--- src/rtl/clint_arb_pkg.sv ---
// Shared sizing, FSM states, pending-slot layout and slot builder for the CLINT arbiter.
// CORE_NUMS mirrors the value configured in aquila_config.vh.
package clint_arb_pkg;

  localparam int XLEN      = 32;
  localparam int CORE_NUMS = 4;
  localparam int IDX_W     = (CORE_NUMS > 1) ? $clog2(CORE_NUMS) : 1;

  typedef enum logic [1:0] {
    S_IDLE,
    S_ISSUE,
    S_WAIT
  } clint_arb_state_e;

  typedef struct packed {
    logic            valid;
    logic            we;
    logic [XLEN-1:0] addr;
    logic [XLEN-1:0] data;
  } clint_arb_slot_t;

  function automatic clint_arb_slot_t make_slot(input logic            we,
                                                input logic [XLEN-1:0] addr,
                                                input logic [XLEN-1:0] data);
    clint_arb_slot_t s;
    s.valid = 1'b1;
    s.we    = we;
    s.addr  = addr;
    s.data  = data;
    return s;
  endfunction

endpackage

--- src/rtl/clint_arb_picker.sv ---
// Combinational picker: rotate the valid vector to start at start_i, take the
// lowest set bit, and map the offset back to an absolute core index.
module clint_arb_picker #(
  parameter int N = 4,
  parameter int W = 2
) (
  input  logic [N-1:0] valid_i,
  input  logic [W-1:0] start_i,
  output logic [W-1:0] grant_o,
  output logic         any_valid_o
);

  logic [N-1:0] rot;
  logic [W-1:0] off;
  logic [W:0]   sum;
  logic         found;

  always_comb begin
    rot   = N'({valid_i, valid_i} >> start_i);
    off   = '0;
    found = 1'b0;
    for (int k = 0; k < N; k++) begin
      if (rot[k] && !found) begin
        found = 1'b1;
        off   = W'(k);
      end
    end
    // Wrap start + offset back into 0..N-1 without a divider.
    sum = {1'b0, start_i} + {1'b0, off};
    if (sum >= (W+1)'(N)) begin
      sum = sum - (W+1)'(N);
    end
    grant_o     = sum[W-1:0];
    any_valid_o = |valid_i;
  end

endmodule

--- src/rtl/clint_arbiter.sv ---
// Serialises single-cycle requests from CORE_NUMS cores onto the one CLINT port.
// Macro CLINT_ARB_RR_EN selects round-robin; left undefined, lowest index wins.
module clint_arbiter
  import clint_arb_pkg::*;
(
  input  logic             clk_i,
  input  logic             rst_i,
  input  logic             core_en_i    [0:CORE_NUMS-1],
  input  logic             core_we_i    [0:CORE_NUMS-1],
  input  logic [XLEN-1:0]  core_addr_i  [0:CORE_NUMS-1],
  input  logic [XLEN-1:0]  core_data_i  [0:CORE_NUMS-1],
  output logic [XLEN-1:0]  core_data_o  [0:CORE_NUMS-1],
  output logic             core_ready_o [0:CORE_NUMS-1],
  output logic             clint_en_o,
  output logic             clint_we_o,
  output logic [XLEN-1:0]  clint_addr_o,
  output logic [XLEN-1:0]  clint_data_o,
  input  logic [XLEN-1:0]  clint_data_i,
  input  logic             clint_ready_i,
  output clint_arb_state_e state_o
);

  // Handshake: a core presents one request with a one-cycle core_en_i pulse and
  // must not pulse again until its one-cycle core_ready_o; the CLINT sees a
  // one-cycle clint_en_o and answers with a one-cycle clint_ready_i.

  clint_arb_state_e     state_q, state_d;
  clint_arb_slot_t      slot_q [CORE_NUMS];
  logic [CORE_NUMS-1:0] valid_vec;
  logic [IDX_W-1:0]     grant_q, pick_idx, start_idx;
  logic                 any_valid, grant_now, done;

  assign state_o = state_q;

  always_comb begin
    valid_vec = '0;
    for (int i = 0; i < CORE_NUMS; i++) begin
      valid_vec[i] = slot_q[i].valid;
    end
  end

  clint_arb_picker #(
    .N(CORE_NUMS),
    .W(IDX_W)
  ) u_picker (
    .valid_i    (valid_vec),
    .start_i    (start_idx),
    .grant_o    (pick_idx),
    .any_valid_o(any_valid)
  );

`ifdef CLINT_ARB_RR_EN
  logic [IDX_W-1:0] ptr_q;

  always_ff @(posedge clk_i) begin
    if (rst_i) begin
      ptr_q <= '0;
    end else if (done) begin
      ptr_q <= (grant_q == IDX_W'(CORE_NUMS - 1)) ? '0 : grant_q + IDX_W'(1);
    end
  end

  assign start_idx = ptr_q;
`else
  assign start_idx = '0;
`endif

  always_comb begin
    state_d   = state_q;
    grant_now = 1'b0;
    done      = 1'b0;
    unique case (state_q)
      S_IDLE: begin
        if (any_valid) begin
          state_d   = S_ISSUE;
          grant_now = 1'b1;
        end
      end
      S_ISSUE: state_d = S_WAIT;
      S_WAIT: begin
        if (clint_ready_i) begin
          state_d = S_IDLE;
          done    = 1'b1;
        end
      end
      default: state_d = S_IDLE;
    endcase
  end

  // CLINT-side fields are loaded on the grant so they appear together with clint_en_o
  // and then simply hold until the next grant.
  always_ff @(posedge clk_i) begin
    if (rst_i) begin
      state_q      <= S_IDLE;
      grant_q      <= '0;
      clint_en_o   <= 1'b0;
      clint_we_o   <= 1'b0;
      clint_addr_o <= '0;
      clint_data_o <= '0;
    end else begin
      state_q    <= state_d;
      clint_en_o <= grant_now;
      if (grant_now) begin
        grant_q      <= pick_idx;
        clint_we_o   <= slot_q[pick_idx].we;
        clint_addr_o <= slot_q[pick_idx].addr;
        clint_data_o <= slot_q[pick_idx].data;
      end
    end
  end

  // A pulse arriving while the granted slot is being retired refills it;
  // a pulse into an occupied slot is dropped.
  always_ff @(posedge clk_i) begin
    if (rst_i) begin
      for (int i = 0; i < CORE_NUMS; i++) begin
        slot_q[i]       <= '0;
        core_data_o[i]  <= '0;
        core_ready_o[i] <= 1'b0;
      end
    end else begin
      for (int i = 0; i < CORE_NUMS; i++) begin
        core_ready_o[i] <= done && (grant_q == IDX_W'(i));
        if (done && (grant_q == IDX_W'(i))) begin
          if (!slot_q[i].we) begin
            core_data_o[i] <= clint_data_i;
          end
          if (core_en_i[i]) begin
            slot_q[i] <= make_slot(core_we_i[i], core_addr_i[i], core_data_i[i]);
          end else begin
            slot_q[i] <= '0;
          end
        end else if (core_en_i[i] && !slot_q[i].valid) begin
          slot_q[i] <= make_slot(core_we_i[i], core_addr_i[i], core_data_i[i]);
        end
      end
    end
  end

endmodule
--- config.mk ---
export PLATFORM = sky130hd
export DESIGN_NAME = clint_arbiter
export DESIGN_NICKNAME = d
export VERILOG_FILES = /design/src/rtl/clint_arb_pkg.sv /design/src/rtl/clint_arb_picker.sv /design/src/rtl/clint_arbiter.sv
export SDC_FILE = /design/constraint.sdc
export NUM_CORES = 1
export LEC_CHECK = 0
export CAP_MARGIN = 25
export CORE_MARGIN = 2
export CORE_UTILIZATION = 45
export CTS_CLUSTER_SIZE = 16
export DETAILED_ROUTE_END_ITERATION = 8
export PLACE_DENSITY = 0.77
export SETUP_SLACK_MARGIN = 0.2
export SLEW_MARGIN = 20
export SYNTH_ARGS = -nofsm -noshare
export SYNTH_HDL_FRONTEND = slang
export SYNTH_HIERARCHICAL = 1
export SYNTH_SLANG_ARGS = --single-unit
--- constraint.sdc ---
create_clock -name clk_i -period 4.9 [get_ports clk_i]
set_clock_uncertainty 0.1 [all_clocks]
set_input_delay 1.47 -clock clk_i [delete_from_list [all_inputs] [get_ports clk_i]]
set_output_delay 1.47 -clock clk_i [all_outputs]
set_load 0.01 [all_outputs]
## After elaboration in Yosys (flattened, before gate mapping)

Memory sizes are Yosys's and may differ from the RTL's. A register that Yosys moved wholly into a read port is not among the register bits.
Cells that the tools add are included.
Widths: inputs -> output; s select.

- Register bits after elaboration: 137
- Memory bits (writable): 264
- Input port bits: 299
- Output and inout bits: 200
- Logic and storage cells: 139
- Memories: 1

- Add/sub/neg operators: 1
- $lt $le $gt $ge: 1
- Equality and inequality tests: 7
- Muxes and demuxes: 76
- Bitwise logic cells: 16
- Reductions and logical operators: 26

Memory list:

| name | depth | bits a word | rd ports | clocked after Yosys merged registers in | write ports | RTL line | RTL |
|---|---|---|---|---|---|---|---|
| slot_q | 4 | 66 | 5 | 1 | 4 | clint_arbiter.sv:28 | `clint_arb_slot_t slot_q [CORE_NUMS];` |

Operator list:

| kind | count |
|---|---|
| $mux 66 | 12 |
| $mux 1 | 58 |
| $or 1x1->1 | 12 |
| $logic_and 1x1->1 | 11 |
| $mux 2 | 5 |
| $reduce_and 2->1 | 5 |
| $logic_not 1->1 | 7 |
| $eq 2x2->1 const B | 3 |
| $pmux 2 s3 | 1 |
| $eq 2x1->1 const B | 2 |
| $logic_not 2->1 | 2 |
| $ne 2x2->1 const B | 2 |
| $not 1->1 | 4 |
| $reduce_or 4->1 | 1 |
| $ge 2x3->1 const B | 1 |
| $sub 2x1->2 const B | 1 |

## Depth between registers and ports, before layout

An unclocked memory read counts as a cell.

- Depth after elaboration: 13
- Gate-level depth with buffers: 12
- Mapped depth without buffers: 9

## Cells and area by module

The synthesis kept the hierarchy.

By module, submodules not included:

| module | instances | cells each | area each (µm²) | sequential area each (µm²) |
|---|---|---|---|---|
| clint_arbiter | 1 | 1316 | 19083.3 | 11971.5 |
| clint_arb_picker | 1 | 27 | 195.2 | 0.0 |

## Least setup slack after synthesis

Ideal clock, no wire load.

- Path type: in2reg
- Start: input port rst_i
- End: memory slot_q[1][0] in the netlist's numbering, enable pin
- Library setup time: 0.426 ns
- Data arrival time: 3.686 ns
- Required time: 4.374 ns
- Path slack: 0.688 ns
- Cell stages on the path: 5
- Path buffers: 3
- Path through: clkbuf_1 clkbuf_1 clkbuf_1 a21oi_1 nand2_1

RTL lines:

| item | RTL line | RTL |
|---|---|---|
| start, declared | clint_arbiter.sv:7 | `input logic rst_i,` |
| end, declared | clint_arbiter.sv:28 |  |

## Worst setup path in the final report

- Start: register state_q[1], in the netlist state_o[1]
- End: output port state_o[1]

RTL lines:

| item | RTL line | RTL |
|---|---|---|
| start, declared | clint_arbiter.sv:27 | `clint_arb_state_e state_q, state_d;` |
| start signal, assigned | clint_arbiter.sv:101 | `state_q <= state_d;` |
| end, declared | clint_arbiter.sv:20 | `output clint_arb_state_e state_o` |

No word-level cell between the ends.

==> flow_summary.json <==
{
  "start_kind": "flop",
  "synthFlopType": "edfxtp_1",
  "layout_common_cells": "clkdlybuf4s50_1, edfxtp_1, nor3b_1",
  "viasPerCell": 5.549,
  "yosysWarnings": 6,
  "cp.buffers_inverters": 1,
  "cts_tree": "built",
  "synth_cells": 1343,
  "grt_usage_pct": 25.27,
  "antenna_found_initial": 16,
  "whs_ns": 0.3718,
  "finalSetupViolCount": 0,
  "rsz0062_at_grt": "no",
  "tightest_slew_ns": 0.9908,
  "post-place-cells": 2282,
  "min_period_ns": 3.440,
  "clk_pin_slew_ns": 0.06,
  "max_stage_delay_ns": 0.68,
  "power_frac_comb_pct": 16.6,
  "drt_wl_total_mm": 56.64,
  "route.detailed.drc": 0,
  "start_util_pct": 45.76,
  "synth.distinct_cells": 34,
  "port_buffers": 498,
  "sw_frac_of_total_pct": 24.42,
  "synth-seq-cells": 466,
  "die_y_um": 211.0,
  "end_kind": "primary output",
  "outcome": "finished clean",
  "gp_congestion": 0.8451,
  "dp_hpwl_mm": 37.60,
  "die_area_um2": 44510,
  "p_seq_share_pct": 46.9,
  "peakVddDrop_uv": 263.4,
  "cts.sinks": 466,
  "cts_buffers": 48,
  "postCtsSetupBuffers": 0,
  "worstPathCellList": "clkdlybuf4s50_1",
  "maxSlewHeadroom_pct": 33.94,
  "h-tree-depth": 2,
  "fin_crit_sh_pct": 70.21,
  "ios": 499,
  "hold_start": "core_data_o[79]",
  "drive_above_1_share_pct": 9.693,
  "grt_overflow": 0,
  "critPathMaxFanout": 11,
  "firstDrtPassIters": 5,
  "wl_per_cell_um": 23.81,
  "holdCritPathClass": "flop to flop",
  "die_w_um": 211.0,
  "power_density_nw_per_um2": 372.4,
  "nFillCells": 3161,
  "startpoint": "state_o[1]",
  "instances_no_fill": 2379,
  "drt-initial-drc-count": 1067,
  "core_area_um2": 42130,
  "clockPowerShare_pct": 36.4,
  "cp_top_family": "buffers and inverters",
  "synth.avg_cell_area_um2": 14.35,
  "synth_edf_count": 264,
  "grt_max_degree": 141,
  "final_nets": 2093,
  "p_sw_w": 0.002394,
  "crit_required_ns": 3.33,
  "syn_area_um2": 19280,
  "rows": 75,
  "ys_seq_area_share_pct": 62.10,
  "syn_to_final_growth_pct": 36.56,
  "cts_buffer_depth": 3,
  "vias": 13200,
  "grt_pass1_vias": 13780,
  "insertion_delay_ns": 0.58,
  "ys_async_sr_fraction_pct": 0,
  "worstPathArrival_ns": 1.87,
  "setup_tns_ns": 0,
  "final_hold_viol_count": 0,
  "slowest_stage": "clkdlybuf4s50_1",
  "cts_hold_buf": 0,
  "timing.rr.start": "slot_q[2][65]",
  "intPower_w": 0.007410,
  "cts_resized": 0,
  "p_leak_nw": 9.675,
  "layout_commonest_cell": "clkdlybuf4s50_1",
  "crit_type": "flop to primary output",
  "max_cap_violations": 0,
  "ant_nets": 0,
  "final_max_slew_viol_count": 0,
  "grt_pass1_wl_mm": 84.22,
  "fmax_mhz": 290.7,
  "cts_root_buf": "clkbuf_16"
}
[synthesized netlist by cell type (3+ instances only)]
library cell | count | area (µm²)
mux4_2 | 65 | 1464
nor3b_1 | 261 | 1959
buf_2 | 49 | 245.2
mux2i_1 | 131 | 1311
nand2b_1 | 165 | 1032
dfxtp_1 | 202 | 4044
buf_4 | 12 | 90.09
nor2_1 | 16 | 60.06
inv_1 | 6 | 22.52
nand4b_1 | 3 | 26.28
a22o_1 | 65 | 569.3
nand2_1 | 11 | 41.29
clkbuf_1 | 60 | 225.2
edfxtp_1 | 264 | 7928
a21oi_1 | 7 | 35.03
[path summary, 6_finish.rpt]
path,end,slack [ns],depth (start not counted)
min,core_data_o[79],0.37,2
max,state_o[1],1.46,1
max reg2reg,clint_addr_o[0],1.67,7
min reg2reg,core_data_o[79],0.37,2
[cell families (layout without fill, tap and decap cells)]
family          count (synthesis)  count (layout)  synth area share, %
flops                         466             466                62.10
mux                           197             197                14.45
compound gates                 80              80                3.498
other cells                     1              17              0.01945
buf+inv                       128             609                3.102
xor+xnor                        2               2              0.09088
fa+ha+maj                       1               1              0.06489
simple gates                  468             468                16.67
[area by class of cell]
| type | instances | area, µm² | area share (%) |
|---|---|---|---|
| diodes | 14 | 35.03 | 0.1331 |
| clock buffers | 67 | 1365 | 5.185 |
| clock inverters | 16 | 151.4 | 0.5751 |
| inverters | 6 | 22.52 | 0.08555 |
| multi-input cells | 751 | 6859 | 26.05 |
| flip-flops and latches | 466 | 11970 | 45.47 |
| well taps | 539 | 674.4 | 2.562 |
| repair buffers | 520 | 5248 | 19.93 |
[state kept, by name (all words and copies together) (netlist names)]
register,flops
core_ready_o,4
grant_q,2
clint_addr_o,32
core_data_o,128
clint_we_o,1
clint_en_o,1
state_o,2
clint_data_o,32
slot_q,264
[power groups by stage]
stage	clock network, W	logic (W)	registers (W)
2_1_floorplan	0	0.000851	0.00468
4_1_cts	0.00362	0.00165	0.00460
5_1_grt	0.00378	0.00173	0.00462
3_5_place_dp	0	0.00164	0.00468
3_3_place_gp	0	0.00162	0.00467
6_report	0.00357	0.00163	0.00460
[stage by stage]
step	instance area [µm²]	setup WS (ns)	utilization (%)	total power (W)
after detailed placement	24780	0.9232	58.80	0.006321
final	26330	1.460	62.48	0.009804
after global placement	24780	0.9765	58.80	0.006285
after CTS	26290	1.421	62.40	0.009874
after floorplan	19290	0.6878	-	0.005527
after global routing	26320	1.372	62.47	0.01013
[metal layers]
layer,global-route usage (%),wire [µm]
met3,5.456,4271
met4,10.71,2032
met5,0,31
met2,42.60,28620
met1,31.55,21680
No activity file was read; power rests on OpenSTA's default activity.
